<file path="src/rtl/spdif_frame_encoder.sv">
// S/PDIF frame encoder: biphase-mark serialiser producing B/M/W preambles,
// 24-bit audio, V/U/C/P slots and 192-frame channel-status blocks.
module spdif_frame_encoder #(
  parameter int unsigned CLK_DIV = 2
) (
  input  logic        clk,
  input  logic        rst,
  input  logic        en,
  input  logic [31:0] data_left,
  input  logic [31:0] data_right,
  input  logic        validity,
  input  logic [3:0]  sample_rate_code,
  output logic        sample_req,
  output logic        block_start,
  output logic        busy,
  output logic        spdif_out
);

  typedef enum logic [1:0] {IDLE, PREAMBLE, PAYLOAD} state_t;

  localparam int unsigned   DW      = (CLK_DIV > 1) ? $clog2(CLK_DIV) : 1;
  localparam logic [DW-1:0] DIV_MAX = DW'(CLK_DIV - 1);
  localparam logic [7:0]    PRE_B   = 8'b11101000;
  localparam logic [7:0]    PRE_M   = 8'b11100010;
  localparam logic [7:0]    PRE_W   = 8'b11100100;

  state_t        state, state_nxt;
  logic [DW-1:0] div_cnt;
  logic          strobe;
  logic [5:0]    hc, hc_nxt;            // half-cell index within the subframe
  logic          sub, sub_nxt;          // 0 = left, 1 = right
  logic [7:0]    frame_cnt, frame_cnt_nxt;
  logic [7:0]    pre_pat, pre_pat_nxt;  // preamble already adjusted for line polarity
  logic          out_nxt;
  logic          latch;

  logic [23:0]   hold_left, hold_right;
  logic          hold_valid;
  logic [3:0]    hold_rate;

  logic [4:0]    slot;
  logic [23:0]   sample;
  logic          c_bit, p_bit, slot_bit;
  logic          unused_low;

  assign unused_low = ^{data_left[7:0], data_right[7:0]};

  assign strobe = (div_cnt == DIV_MAX);
  assign busy   = (state != IDLE);

  // Payload bit for the half-cell about to be driven.
  assign slot   = hc_nxt[5:1];
  assign sample = sub ? hold_right : hold_left;
  assign c_bit  = (frame_cnt >= 8'd24 && frame_cnt <= 8'd27) ? hold_rate[frame_cnt[1:0]] : 1'b0;
  assign p_bit  = ^{sample, ~hold_valid, c_bit};

  always_comb begin
    // NOTE: every output of this block gets a default first so no path infers a latch.
    slot_bit = 1'b0;
    case (slot)
      5'd28:   slot_bit = ~hold_valid;
      5'd29:   slot_bit = 1'b0;
      5'd30:   slot_bit = c_bit;
      5'd31:   slot_bit = p_bit;
      default: slot_bit = sample[slot - 5'd4];
    endcase
  end

  always_comb begin
    state_nxt     = state;
    hc_nxt        = hc;
    sub_nxt       = sub;
    frame_cnt_nxt = frame_cnt;
    pre_pat_nxt   = pre_pat;
    out_nxt       = spdif_out;
    latch         = 1'b0;

    if (strobe) begin
      case (state)
        IDLE: begin
          if (en) begin
            state_nxt     = PREAMBLE;
            hc_nxt        = '0;
            sub_nxt       = 1'b0;
            frame_cnt_nxt = '0;
            latch         = 1'b1;
          end
        end
        default: begin
          if (hc == 6'd63) begin
            hc_nxt    = '0;
            state_nxt = PREAMBLE;
            if (!sub) begin
              sub_nxt = 1'b1;
            end else begin
              sub_nxt       = 1'b0;
              frame_cnt_nxt = (frame_cnt == 8'd191) ? 8'd0 : frame_cnt + 8'd1;
              if (en) begin
                latch = 1'b1;
              end else begin
                state_nxt     = IDLE;
                frame_cnt_nxt = '0;
              end
            end
          end else begin
            hc_nxt = hc + 6'd1;
            if (hc == 6'd7) state_nxt = PAYLOAD;
          end
        end
      endcase

      if (state_nxt == PREAMBLE && hc_nxt == 6'd0) begin
        pre_pat_nxt = (sub_nxt ? PRE_W : (frame_cnt_nxt == 8'd0 ? PRE_B : PRE_M))
                      ^ {8{spdif_out}};
        out_nxt     = pre_pat_nxt[7];
      end else if (state_nxt == PREAMBLE) begin
        out_nxt = pre_pat[3'd7 - hc_nxt[2:0]];
      end else if (state_nxt == PAYLOAD) begin
        // Biphase mark: transition at every cell start, mid-cell transition for a 1.
        out_nxt = hc_nxt[0] ? (spdif_out ^ slot_bit) : ~spdif_out;
      end
    end
  end

  // NOTE: sequential state uses non-blocking assignments so all registers update together.
  always_ff @(posedge clk) begin
    if (rst) begin
      state       <= IDLE;
      div_cnt     <= '0;
      hc          <= '0;
      sub         <= 1'b0;
      frame_cnt   <= '0;
      pre_pat     <= '0;
      spdif_out   <= 1'b0;
      sample_req  <= 1'b0;
      block_start <= 1'b0;
      hold_left   <= '0;
      hold_right  <= '0;
      hold_valid  <= 1'b0;
      hold_rate   <= '0;
    end else begin
      state       <= state_nxt;
      div_cnt     <= strobe ? '0 : div_cnt + 1'b1;
      hc          <= hc_nxt;
      sub         <= sub_nxt;
      frame_cnt   <= frame_cnt_nxt;
      pre_pat     <= pre_pat_nxt;
      spdif_out   <= out_nxt;
      sample_req  <= latch;
      block_start <= latch && (frame_cnt_nxt == 8'd0);
      if (latch) begin
        hold_left  <= data_left[31:8];
        hold_right <= data_right[31:8];
        hold_valid <= validity;
        hold_rate  <= sample_rate_code;
      end
    end
  end

endmodule
</file>
<file path="config.mk">
export PLATFORM = sky130hd
export DESIGN_NAME = spdif_frame_encoder
export DESIGN_NICKNAME = d
export VERILOG_FILES = /design/src/rtl/spdif_frame_encoder.sv
export SDC_FILE = /design/constraint.sdc
export NUM_CORES = 1
export LEC_CHECK = 0
export CAP_MARGIN = 20
export CORE_MARGIN = 4
export CORE_UTILIZATION = 50
export CTS_CLUSTER_SIZE = 28
export DETAILED_ROUTE_END_ITERATION = 8
export PLACE_DENSITY = 0.76
export SLEW_MARGIN = 20
export SYNTH_ARGS = -nofsm -noshare
export SYNTH_HDL_FRONTEND = slang
export SYNTH_SLANG_ARGS = --single-unit
</file>
<file path="constraint.sdc">
create_clock -name clk -period 8.4 [get_ports clk]
set_input_delay 1.68 -clock clk [delete_from_list [all_inputs] [get_ports clk]]
set_output_delay 1.68 -clock clk [all_outputs]
set_load 0.1 [all_outputs]
</file>
==> summary.md, run 1 <==
| Metric | Value |
|---|---|
| Status | `complete, no violations` |
| Share of the synthesized area in the top cell type | `approximately a third` |
| Tot GR Track Use | `roughly 20%` |
| Mapped Nets | `651` |
| Worst EP arrival | `5.11 ns` |
| Routed wire length | `10,800 microns` |
| I/O pins | `76` |
| Area of the core | `0.00889 sq mm` |
| Number of routed nets with antenna violations | `0` |
| CP required | `8.67 ns` |
| Die H | `roughly 100 microns` |
| Final Hold Fails | `0` |
| Leak | `between 2 and 2.5 nW` |
| Dpl hpwl | `7520 microns` |
| Hold path startpoint | `hold_rate[1]` |
| Hold Path Class | `flop to flop` |
| Layout cell share with drive strength beyond 1 | `roughly 7.6%` |
| Worst R2R End | `spdif_out` |
| Slew Limit Fails | `0` |
| Worst slew margin | `between 30% and 40%` |
| Post-Syn Instances | `573` |
| Die Area | `between 0.01 and 0.015 sq mm` |
| Setup violations, final | `0` |
| Drt drc | `0` |
| CTS clk-pin slew, worst paths | `0.08 ns` |
| CTS-repair resized insts | `0` |
| Ys async rst share | `0%` |
| Layout Area Growth over Synthesis | `16.9%` |
| RR Startpoint | `hc[0]` |
| Clk_lat worst skew | `0.35 ns` |
| Total gr overflow | `0` |
| Reg2reg setup slack | `4.87 ns` |
| Detailed-route via count | `4,136` |
| Worst Hold Path EP | `hold_rate[1]` |
| Clk_skew | `0.00947 ns` |
| Drt wl/cell | `roughly 15 microns` |
| Crit end category | `flop` |
| Nets | `between 600 and 700` |
| CTS tree | `yes` |
| Fill cells | `roughly 740` |
| Startpoint types | `input port` |
| Vias in the first global route | `3,984` |
| Slew @ Worst Pin | `approximately 0.98 ns` |
| Flops & latches, synth | `between 70 and 80` |
| Peak supply drop | `79.6 uV` |
| Seq/Total Area, Yosys | `roughly a third` |
| GPL Wtd Cong | `between 0.8 and 0.9` |
| Clock sinks | `79` |
| First-pass GRT wire length | `between 15,000 and 20,000 microns` |
| H-tree lvl count | `3` |
| Final TNS setup | `0 ns` |
| Worst Reg-to-Reg Cells | `10` |
| CTS Buffer Depth | `2` |
| Cell Area, Synth | `0.00464 sq mm` |
| Post-CTS Setup Inserts | `0` |
| Max_cap viols | `0` |
| Post-DP Area | `0.00519 sq mm` |
| Largest net degree at the start of global routing | `80` |
| Hold depth | `2` |
| Vias per cell | `5.78` |
| Largest area contributor in the synthesized netlist | `dfxtp_1` |
| Synth unique cells | `between 60 and 70` |
| Die W | `between 100 and 150 microns` |
| CTS Buf Count | `9` |
| Row cnt | `34` |
| Fmax | `0.207 GHz` |
| Fin crit share | `57.6%` |
| Number of synthesized flops with an enable pin | `0` |
| Drt first pass iters | `4` |
| Cts hold-fix bufs | `0` |
| Minimum clock period | `around 4.8 ns` |
| Antenna fix cells | `0` |
| Mean Syn Cell Area | `between 8 and 9 sq um` |
| Final standard cell area without fillers | `0.00543 sq mm` |
| Starting density of the core | `around 52%` |
| Crit path max fanout | `18` |
| RSZ-0062 raised after global routing | `no` |
| Top FF cell, synth | `dfxtp_1` |
| Critical path type | `input port to flop` |
| Antenna violations before repair | `0` |
| Root Driver | `clkbuf_8` |
| Yosys Warn Count | `0` |
| Top cells by area, synth | `dfxtp_1 (34%), nand2_1 (11%), a21oi_1 (7.3%)` |
| Power Dens Cells | `163 mW/mm^2` |
| DR iter-0 viols | `261` |
| Port Buffer Count | `59` |
## where the power goes
| group | leakage (nW) | internal (mW) | switching (mW) |
|---|---|---|---|
| Combinational | 1.26 | 0.0755 | 0.0772 |
| Sequential | 0.642 | 0.390 | 0.0195 |
| Clock | 0.113 | 0.177 | 0.144 |
| Total | 2.02 | 0.642 | 0.241 |
## critical path: stages
cell	delay, ns
clkdlybuf4s50_1	0.86
o21ai_4	0.21
a32oi_4	0.59
mux4_1	0.42
a22o_1	0.25
a31oi_1	0.18
nand4_1	0.12
and3_1	0.22
or4_1	0.40
a31oi_1	0.17
## flip-flops by register name, indices dropped and copies added, names as in the netlist
register     flops
div_cnt          1
hold_left       24
pre_pat          5
frame_cnt        8
spdif_out        1
state            2
hold_valid       1
hold_rate        4
sample_req       1
block_start      1
hold_right      24
sub              1
hc               6
## stage by stage
| stage | utilization, % | total power [mW] | instances | hold slack, ns | setup slack [ns] |
|---|---|---|---|---|---|
| floorplan | - | 0.522 | 573 | 0.433 | 4.79 |
| CTS | 60.9 | 0.886 | 716 | 0.459 | 3.63 |
| global placement | 58.3 | 0.566 | 700 | 0.444 | 3.34 |
| global route | 61.0 | 0.918 | 716 | 0.487 | 3.44 |
| detailed placement | 58.3 | 0.570 | 700 | 0.448 | 3.28 |
| finish | 61.0 | 0.883 | 716 | 0.459 | 3.56 |
## final cells by class
cell class                      count  area, sq um  area share, %
Timing Repair Buffer               60          593           10.9
Multi-Input combinational cell    444         2850           52.5
Inverter                            9         33.8          0.622
Sequential cell                    79         1580           29.2
Clock buffer                       10          138           2.54
Clock inverter                      6         93.8           1.73
Tap cell                          108          135           2.49
## logic make-up (layout without fill, tap and decap cells)
| kind of cell | count (synthesis) | count (layout) | synth area share, % |
|---|---|---|---|
| flops | 79 | 79 | 34.1 |
| mux | 39 | 39 | 11.5 |
| simple gates | 227 | 227 | 22.1 |
| compound gates | 130 | 130 | 18.0 |
| xor+xnor | 42 | 42 | 7.92 |
| buf+inv | 50 | 85 | 4.80 |
| fa+ha+maj | 6 | 6 | 1.62 |
## layout by cell type, fill, tap and decap left out, types with 5 or more instances in the layout
cell type / synthesis / routed
clkbuf_8: 0 / 10
xor2_1: 22 / 22
o21ai_0: 15 / 15
a21oi_1: 68 / 68
nor2_1: 35 / 35
mux2i_1: 25 / 25
nand3_1: 9 / 8
nor2b_1: 8 / 8
mux4_2: 7 / 7
dfxtp_1: 79 / 78
nand2_1: 132 / 132
or3_1: 5 / 5
clkdlybuf4s50_1: 0 / 58
inv_1: 6 / 6
nor3_1: 9 / 9
xnor2_1: 20 / 20
ha_1: 6 / 6
o211ai_1: 5 / 5
## routing by layer
| metal | up-vias | track usage [%] | wire length, microns |
|---|---|---|---|
| met1 | 1951 | 26.2 | 4780 |
| met2 | 119 | 33.9 | 5290 |
| met4 | 0 | 7.50 | 226 |
| met3 | 20 | 3.54 | 473 |
| met5 | - | 0 | 0 |
| li1 | 2046 | - | - |
## worst max-delay path by stage
stage | startpoint | endpoint | slack [ns] | cells past startpoint
after floorplan | en | spdif_out | 4.79 | 9
after global placement | en | spdif_out | 3.34 | 10
after detailed placement | en | spdif_out | 3.28 | 10
after CTS | en | spdif_out | 3.63 | 10
after global routing | en | spdif_out | 3.44 | 10
final | en | spdif_out | 3.56 | 10
## synth_stat cells (all sizes together), types with 11 or more instances
master and instances:
nor2 37, a21oi 68, xnor2 20, clkbuf 30, o21ai 16, buf 11
nand2 132, dfxtp 79, mux2i 25, xor2 22
Note: power is estimated with default switching activity, not from simulation.
==> inputs of run 2 (changes only) <==
- clock period: 8.4 -> 4.7 ns (I/O delays scaled with it)
==> run 2 against run 1 <==
Cell count increased by 0.70%. Utilization about the same. Largest cell class unchanged. Clock skew increased by 0.0045 ns. Highest routed layer unchanged.
==> summary.md, run 2 (synthesis results as in run 1) <==
| Metric | Value |
|---|---|
| Post-CTS Setup Inserts | `0` |
| Worst setup startpoint | `sub` |
| Slowest-stage cell, CP | `dfxtp_1` |
| Power Dens Cells | `about 280 mW/mm^2` |
| Largest registers | `hold_left (24), hold_right (24), frame_cnt (8)` |
| Setup violations, final | `0` |
| Fin crit share | `75.5%` |
| RSZ-0062 raised after global routing | `no` |
| CP required | `4.95 ns` |
| Root Driver | `clkbuf_8` |
| Tot GR Track Use | `20.3%` |
| Final Hold Fails | `0` |
| Die Area | `0.0109 sq mm` |
| Startpoint types | `flop` |
| CP max stage delay | `between 0.6 and 0.7 ns` |
| Largest net degree at the start of global routing | `66` |
| Number of routed nets with antenna violations | `0` |
| CTS tree | `yes` |
| Status | `complete, no violations` |
| Area of the core | `0.00889 sq mm` |
| H-tree lvl count | `3` |
| Max_cap viols | `0` |
| Antenna violations before repair | `0` |
| Vias per cell | `5.69` |
| Worst EP arrival | `3.80 ns` |
| Drt wl/cell | `15.3 microns` |
| Crit path max fanout | `25` |
| Minimum clock period | `3.55 ns` |
| Die H | `~100 microns` |
| First-pass GRT wire length | `18,600 microns` |
| Dpl hpwl | `around 8100 microns` |
| Vias in the first global route | `3,894` |
| Crit-path most repeated cell | `o2111ai_1` |
| Critical path type | `flop to flop` |
| Top cell family by delay on the critical path | `simple AND/OR/NAND/NOR gates` |
| WP buf/inv | `1` |
| Final standard cell area without fillers | `0.00543 sq mm` |
| Peak supply drop | `144 uV` |
| Slew Limit Fails | `0` |
| Layout Area Growth over Synthesis | `17.0%` |
| CTS Buf Count | `9` |
| Cts hold-fix bufs | `0` |
| DR iter-0 viols | `approximately 270` |
| Post-DP Area | `0.00523 sq mm` |
| Most frequent cells in the layout | `nand2_1 (132), dfxtp_1 (79), a21oi_1 (68)` |
| Slew @ Worst Pin | `0.976 ns` |
| Crit end category | `flop` |
| Row cnt | `34` |
| Worst slew margin | `between 30% and 40%` |
| Clk_skew | `0.0140 ns` |
| Drt drc | `0` |
| GPL Wtd Cong | `about 0.9` |
| Clk_lat worst skew | `0.35 ns` |
| RR Startpoint | `sub` |
| Drt first pass iters | `4` |
| Nets | `around 690` |
| CTS clk-pin slew, worst paths | `0.08 ns` |
| Hold Path Class | `flop to flop` |
| CTS Buffer Depth | `2` |
| Layout cell share with drive strength beyond 1 | `around 7.7%` |
| Die W | `104 microns` |
| Antenna fix cells | `0` |
| Starting density of the core | `52.2%` |
| CTS-repair resized insts | `0` |
| Crit path cell chain | `inv_2 -> nor3_2 -> nand3_2 -> o2111ai_1 -> o22ai_1 -> o2111ai_1 -> nor4b_2 -> or3_1 -> a311oi_1` |
| Clock sinks | `79` |
| Hold path startpoint | `hold_rate[2]` |
| Routed wire length | `11,100 microns` |
| Port Buffer Count | `between 50 and 60` |
| Leak | `2.03 nW` |
| Most common cell after layout, fill and taps aside | `nand2_1` |
| Total gr overflow | `0` |
| Final TNS setup | `0 ns` |
| I/O pins | `76` |
| Fmax | `around 0.28 GHz` |
| Detailed-route via count | `4,100` |
==> run 2: final timing paths <==
kind | to | slack (ns) | cells after the start
min reg2reg | hold_rate[2] | 0.47 | 2
max reg2reg | pre_pat[1] | 1.15 | 9
max | pre_pat[1] | 1.15 | 9
min | hold_rate[2] | 0.47 | 2
==> run 2: final cells by class <==
cell class | count | area, sq um
fillers | 790 | 3460
multi-input cells | 444 | 2840
flip-flops and latches | 79 | 1580
repair buffers | 65 | 631
clock buffers | 12 | 135
well taps | 108 | 135
clock inverters | 4 | 70.1
inverters | 9 | 33.8
==> run 2: report_power, final <==
part | total (mW) | switching [mW] | internal [mW]
combinational | 0.280 | 0.142 | 0.138
clock | 0.535 | 0.237 | 0.298
sequential | 0.729 | 0.0325 | 0.696
==> run 2: routing by layer <==
metal / vias to the layer above / track usage, % / routed length (microns)
li1: 2062 / - / -
met1: 1927 / 26.1 / 5070
met2: 100 / 35.6 / 5420
met3: 11 / 3.04 / 463
met4: 0 / 4.75 / 108
met5: - / 0 / 0
==> run 2: per-stage QoR <==
step	utilization, %	hold WS, ns	cells	setup WS [ns]	total power, mW
after floorplan	-	0.433	573	1.61	0.933
after global placement	58.8	0.445	705	1.10	1.02
after detailed placement	58.8	0.452	705	0.996	1.02
after CTS	61.1	0.461	721	1.19	1.55
after global routing	61.1	0.486	721	0.866	1.61
final	61.1	0.467	721	1.15	1.54
==> run 2: worst min-delay path: cells and delay by family (launching register included) <==
family,cells,cell delay [ns]
simple gates,1,0.05
compound gates,1,0.06
flops,1,0.31
